File: src/rtl/csr_regfile.sv
// Machine-mode CSR file: mstatus/misa/mtvec/mscratch/mepc/mcause/mcycle/minstret/mhartid.
// Define CSR_BYPASS_EN to forward a same-cycle write onto the combinational read port.
module csr_regfile #(
  parameter int              XLEN     = 64,
  parameter logic [XLEN-1:0] MISA_VAL = 64'h8000_0000_0014_1101,
  parameter logic [XLEN-1:0] HART_ID  = '0
) (
  input  logic            clk,
  input  logic            rst_n,
  input  logic [11:0]     csr_raddr_i,
  output logic [XLEN-1:0] csr_rdata_o,
  output logic            csr_illegal_o,
  input  logic            csr_wen_i,
  input  logic [11:0]     csr_waddr_i,
  input  logic [XLEN-1:0] csr_wdata_i,
  input  logic            trap_valid_i,
  input  logic [XLEN-1:0] trap_cause_i,
  input  logic [XLEN-1:0] trap_pc_i,
  input  logic            mret_i,
  input  logic            instret_i,
  output logic [XLEN-1:0] mtvec_o,
  output logic [XLEN-1:0] mepc_o,
  output logic            mie_o
);

  localparam logic [11:0] A_MSTATUS  = 12'h300;
  localparam logic [11:0] A_MISA     = 12'h301;
  localparam logic [11:0] A_MTVEC    = 12'h305;
  localparam logic [11:0] A_MSCRATCH = 12'h340;
  localparam logic [11:0] A_MEPC     = 12'h341;
  localparam logic [11:0] A_MCAUSE   = 12'h342;
  localparam logic [11:0] A_MCYCLE   = 12'hB00;
  localparam logic [11:0] A_MINSTRET = 12'hB02;
  localparam logic [11:0] A_MHARTID  = 12'hF14;

  logic            mie_q, mie_d, mpie_q, mpie_d;
  logic [XLEN-1:0] mtvec_q, mtvec_d, mepc_q, mepc_d, mcause_q, mcause_d;
  logic [XLEN-1:0] mscratch_q, mscratch_d, mcycle_q, mcycle_d, minstret_q, minstret_d;

  // Only MIE/MPIE are stored; MPP is wired to M-mode.
  function automatic logic [XLEN-1:0] mstatus_view(input logic mie, input logic mpie);
    return {{(XLEN-13){1'b0}}, 2'b11, 3'b000, mpie, 3'b000, mie, 3'b000};
  endfunction

  logic wr_mstatus, wr_mtvec, wr_mscratch, wr_mepc, wr_mcause, wr_mcycle, wr_minstret;
  assign wr_mstatus  = csr_wen_i && (csr_waddr_i == A_MSTATUS);
  assign wr_mtvec    = csr_wen_i && (csr_waddr_i == A_MTVEC);
  assign wr_mscratch = csr_wen_i && (csr_waddr_i == A_MSCRATCH);
  assign wr_mepc     = csr_wen_i && (csr_waddr_i == A_MEPC);
  assign wr_mcause   = csr_wen_i && (csr_waddr_i == A_MCAUSE);
  assign wr_mcycle   = csr_wen_i && (csr_waddr_i == A_MCYCLE);
  assign wr_minstret = csr_wen_i && (csr_waddr_i == A_MINSTRET);

  always_comb begin
    mie_d      = mie_q;
    mpie_d     = mpie_q;
    mtvec_d    = mtvec_q;
    mepc_d     = mepc_q;
    mcause_d   = mcause_q;
    mscratch_d = mscratch_q;
    mcycle_d   = mcycle_q + 1'b1;
    minstret_d = minstret_q + XLEN'(instret_i);

    // trap > mret > CSR write, but only for the trap-owned state
    if (trap_valid_i) begin
      mepc_d   = {trap_pc_i[XLEN-1:2], 2'b00};
      mcause_d = trap_cause_i;
      mpie_d   = mie_q;
      mie_d    = 1'b0;
    end else if (mret_i) begin
      mie_d  = mpie_q;
      mpie_d = 1'b1;
    end else begin
      if (wr_mstatus) begin
        mie_d  = csr_wdata_i[3];
        mpie_d = csr_wdata_i[7];
      end
      if (wr_mepc)   mepc_d   = {csr_wdata_i[XLEN-1:2], 2'b00};
      if (wr_mcause) mcause_d = csr_wdata_i;
    end

    if (wr_mtvec)    mtvec_d    = {csr_wdata_i[XLEN-1:2], 2'b00};
    if (wr_mscratch) mscratch_d = csr_wdata_i;
    if (wr_mcycle)   mcycle_d   = csr_wdata_i;
    if (wr_minstret) minstret_d = csr_wdata_i;
  end

  always_ff @(posedge clk or negedge rst_n) begin
    if (!rst_n) begin
      mie_q      <= 1'b0;
      mpie_q     <= 1'b0;
      mtvec_q    <= '0;
      mepc_q     <= '0;
      mcause_q   <= '0;
      mscratch_q <= '0;
      mcycle_q   <= '0;
      minstret_q <= '0;
    end else begin
      mie_q      <= mie_d;
      mpie_q     <= mpie_d;
      mtvec_q    <= mtvec_d;
      mepc_q     <= mepc_d;
      mcause_q   <= mcause_d;
      mscratch_q <= mscratch_d;
      mcycle_q   <= mcycle_d;
      minstret_q <= minstret_d;
    end
  end

`ifdef CSR_BYPASS_EN
  logic            byp_ok;
  logic [XLEN-1:0] byp_data;
  always_comb begin
    byp_ok   = 1'b1;
    byp_data = csr_wdata_i;
    case (csr_waddr_i)
      A_MSTATUS:             byp_data = mstatus_view(csr_wdata_i[3], csr_wdata_i[7]);
      A_MTVEC, A_MEPC:       byp_data = {csr_wdata_i[XLEN-1:2], 2'b00};
      A_MSCRATCH, A_MCAUSE,
      A_MCYCLE, A_MINSTRET:  byp_data = csr_wdata_i;
      default:               byp_ok   = 1'b0;
    endcase
  end
`endif

  always_comb begin
    csr_rdata_o   = '0;
    csr_illegal_o = 1'b0;
    case (csr_raddr_i)
      A_MSTATUS:  csr_rdata_o = mstatus_view(mie_q, mpie_q);
      A_MISA:     csr_rdata_o = MISA_VAL;
      A_MTVEC:    csr_rdata_o = mtvec_q;
      A_MSCRATCH: csr_rdata_o = mscratch_q;
      A_MEPC:     csr_rdata_o = mepc_q;
      A_MCAUSE:   csr_rdata_o = mcause_q;
      A_MCYCLE:   csr_rdata_o = mcycle_q;
      A_MINSTRET: csr_rdata_o = minstret_q;
      A_MHARTID:  csr_rdata_o = HART_ID;
      default:    csr_illegal_o = 1'b1;
    endcase
`ifdef CSR_BYPASS_EN
    if (csr_wen_i && byp_ok && (csr_waddr_i == csr_raddr_i)) csr_rdata_o = byp_data;
`endif
  end

  assign mtvec_o = mtvec_q;
  assign mepc_o  = mepc_q;
  assign mie_o   = mie_q;

endmodule
File: config.mk
export PLATFORM = sky130hd
export DESIGN_NAME = csr_regfile
export DESIGN_NICKNAME = d
export VERILOG_FILES = /design/src/rtl/csr_regfile.sv
export SDC_FILE = /design/constraint.sdc
export NUM_CORES = 1
export LEC_CHECK = 0
export ABC_AREA = 1
export BUFFER_PORTS_ARGS = -buffer_cell sky130_fd_sc_hd__buf_2
export CORE_MARGIN = 1
export CORE_UTILIZATION = 29
export DETAILED_ROUTE_END_ITERATION = 16
export PLACE_DENSITY = 0.57
export SLEW_MARGIN = 0
export SYNTH_ARGS = -nofsm -noshare
export SYNTH_HDL_FRONTEND = slang
export SYNTH_SLANG_ARGS = --single-unit
File: constraint.sdc
create_clock -name clk -period 1.7 [get_ports clk]
set_input_delay 0.085 -clock clk [delete_from_list [all_inputs] [get_ports clk]]
set_output_delay 0.085 -clock clk [all_outputs]
set_load 0.005 [all_outputs]
==> qor.csv <==
stage;metric;value;unit
setup_path;startpoint_type;register;
setup_path;crit_type;register to register;
sta;holdWs;37.5;ps
floorplan;rows;101;
drt;drcViolationCount;0;
sta;final_hold_viol_count;0;
layout;fin_util;0.484;
setup_path;endpoint;minstret_q[19];
run;cap_violations;0;
setup_path;crit_path_start;minstret_q[0];
drt;wire_per_inst;21.6;um
layout;stdcell_area;0.0368;mm2
floorplan;fp.dieH;279;um
drt;dr.pass1.iters;6;
layout;multi_input_area;0.0124;mm2
synthesis;ys_warn_count;0;
synthesis;syn_avg_cell_area;6.87;um2
setup_path;critPathMaxStageDelay;390;ps
clock_tree;clkTransAtPathRegs;60;ps
clock_tree;clk_path_buf_depth;3;
grt;grt_start_max_net_pins;70;
place;dp_cells;4906;
sta;finalClockSkew;24.5;ps
setup_path;arrival;2350;ps
power;vdd_drop_max;0.000856;V
place;gp_congestion;1.01;
place;dp_hpwl;83400;um
synthesis;ys_top_cells_by_area;dfrtp_1 43%, nand2_1 20%, o21ai_0 8.0%, inv_1 6.1%, nor2_1 5.7%;
grt;grt_pass1_vias;25905;
grt;grt_util_all_layers;0.286;
synthesis;synth_area_leader_cell;dfrtp_1;
setup_path;cp_max_fo;5;
sta;slew_headroom;0.657;
synthesis;ys_seq_area_frac;0.430;
layout;final_cell_count_no_fill;5420;
sta;setup_tns;-7210;ps
setup_path;required;2170;ps
setup_path;rr_worst_depth;12;
grt;grt_antenna_before_repair;4;
layout;areaGrowthSynthToFinish;65.4;%
setup_path;end_kind;register;
layout;n_fill_cell;7410;
synthesis;async_reset_ff_frac;1.00;
sta;fmax;531;MHz
sta;setup_violations;102;
sta;setup_ws;-184;ps
setup_path;r2r_setup_slack;-180;ps
setup_path;rr_startpoint;minstret_q[0];
place;portBuffers;409;
layout;final-seq-area;0.00960;mm2
clock_tree;clock_latency;610;ps
grt;grt-ovfl-total;0;
synthesis;synth-seq-cells;382;
floorplan;core-area;0.0759;mm2
hold_path;hold_path.class;primary input to register;
power;power_density;721;mW/mm2
setup_path;cpMaxStageDelayCell;dfrtp_1;
synthesis;synthesis.area;0.0222;mm2
layout;layout_common_cells;1,072 x nand2_1, 388 x buf_2, 348 x dfrtp_1, 324 x buf_4, 282 x dlygate4sd3_1;
clock_tree;clock-root-buffer;clkbuf_16;
sta;tightestPinTransition;513;ps
hold_path;min_path_cells;5;
layout;nNetsFinal;4577;
synthesis;synth_edf_count;0;
setup_path;critPathBufInv;4;
clock_tree;numCtsBuffers;48;
place;placed_cell_area;0.0282;mm2
power;p_total;26.5;mW
power;p_leak;18.2;nW
sta;final-max-slew-violation-count;0;
synthesis;netlist_instances;3235;
floorplan;io_pins;416;
synthesis;synthDistinctLibCells;39;
drt;vias;26978;
setup_path;path_depth;12;
drt;drt-initial-drc-count;2609;
clock_tree;cts.sinks;382;
sta;rsz0062_at_grt;yes;
floorplan;start_util;0.293;
setup_path;path_cells;ha_4 > buf_6 > inv_4 > nor2_4 > buf_6 > nand2_8 > nor2_4 > nand2_1 > buf_6 > xor2_1 > nand2_1 > o21ai_1;
drt;via_per_inst;4.98;
setup_path;cpMostUsedCell;buf_6;
sta;fin_crit_sh;1.11;
layout;final_common_cell;nand2_1;
setup_path;r2r-end;minstret_q[19];
synthesis;yosys.area.top_type_share;0.430;
grt;grt_pass1_wl;165000;um
drt;antenna_left;0;
synthesis;synthFlopType;dfrtp_1;
drt;finalWirelength;117000;um
outcome;status;finished with violations;
place;place_ws;-243;ps
layout;drive_gt1_frac;0.340;
clock_tree;cts_tree;done;
clock_tree;cts.htree.levels;2;
sta;fin_crit;1880;ps
floorplan;fp.dieW;279;um
outcome;violations;setup timing;
floorplan;dieArea;0.0778;mm2
setup_path;cpLargestDelayFamily;simple AND/OR/NAND/NOR gates;
[cells in the mapped netlist, types with 5 or more instances]
cell type / n
nand4_1: 37
o22ai_1: 45
nor2_4: 9
clkbuf_1: 62
buf_2: 41
o21ai_0: 356
inv_2: 6
a21boi_0: 36
o21ai_1: 42
nor2_1: 337
nor2_2: 10
nand3_1: 142
xnor2_1: 9
nand2_2: 8
inv_1: 360
buf_4: 19
xor2_1: 40
dfrtp_1: 382
nor3_1: 6
o211ai_1: 66
buf_1: 5
buf_6: 7
nand2_1: 1175
[worst register-to-register path, stage by stage (launching register included)]
cell and delay [ps]:
dfrtp_1 390, ha_4 160, buf_6 100, inv_4 30, nor2_4 170, buf_6 150, nand2_8 60, nor2_4 160
nand2_1 80, buf_6 160, xor2_1 160, nand2_1 70, o21ai_1 60
[per-layer routing]
metal	share of wire	GRT usage	vias to the layer above
met3	0.086	0.0622	278
met2	0.45	0.451	1203
met1	0.42	0.379	12972
li1	-	-	12521
met4	0.045	0.119	4
met5	0.00016	0	-
[worst min-delay path by stage]
stage                          from             end  slack [ps]
after floorplan               rst_n     mcause_q[0]        -210
after global routing      instret_i   minstret_q[1]          40
final                     instret_i   minstret_q[1]          40
after CTS                 instret_i   minstret_q[1]           1
after detailed placement      rst_n  mscratch_q[16]          40
after global placement        rst_n  mscratch_q[16]          40
[final cells by class]
cell class,count,share of cell area
Tap cell,1030,0.0350
Clock buffer,66,0.0381
Sequential cell,382,0.261
Clock inverter,21,0.00996
Timing Repair Buffer,1198,0.278
Inverter,369,0.0399
Multi-Input combinational cell,2353,0.338
Antenna cell,1,0.0000680
[logic make-up (layout without fill, tap and decap cells)]
kind of cell	after synthesis	after routing	synth area share
AOI/OAI and AO/OA	558	558	0.141
xor gates and xnor gates	49	49	0.0193
adders and majority gates	3	3	0.00169
buffers and inverters	503	1654	0.0928
DFF	382	382	0.430
other	1	5	0.000169
and+or+nand+nor	1739	1739	0.316
[sequential cells by signal, indices dropped and copies added (netlist names)]
| name | count |
|---|---|
| mcause_q | 64 |
| mcycle_q | 64 |
| mepc_o | 62 |
| mie_o | 1 |
| minstret_q | 64 |
| mpie_q | 1 |
| mscratch_q | 64 |
| mtvec_o | 62 |
[where the power goes]
group	total, mW	leakage (nW)	switching (mW)	internal, mW
combinational	4.78	12.6	2.49	2.28
sequential	10.0	4.80	0.389	9.61
clock	11.7	0.864	4.49	7.26
[timing repair]
item,4_1_cts,5_1_grt
buffers inserted,90,71
cloned,5,11
resized for setup,413,495
hold endpoints to repair,703,0
pin swaps,116,214
hold buffers,283,0
setup endpoints to repair,155,195
(Power assumes the default switching activity.)
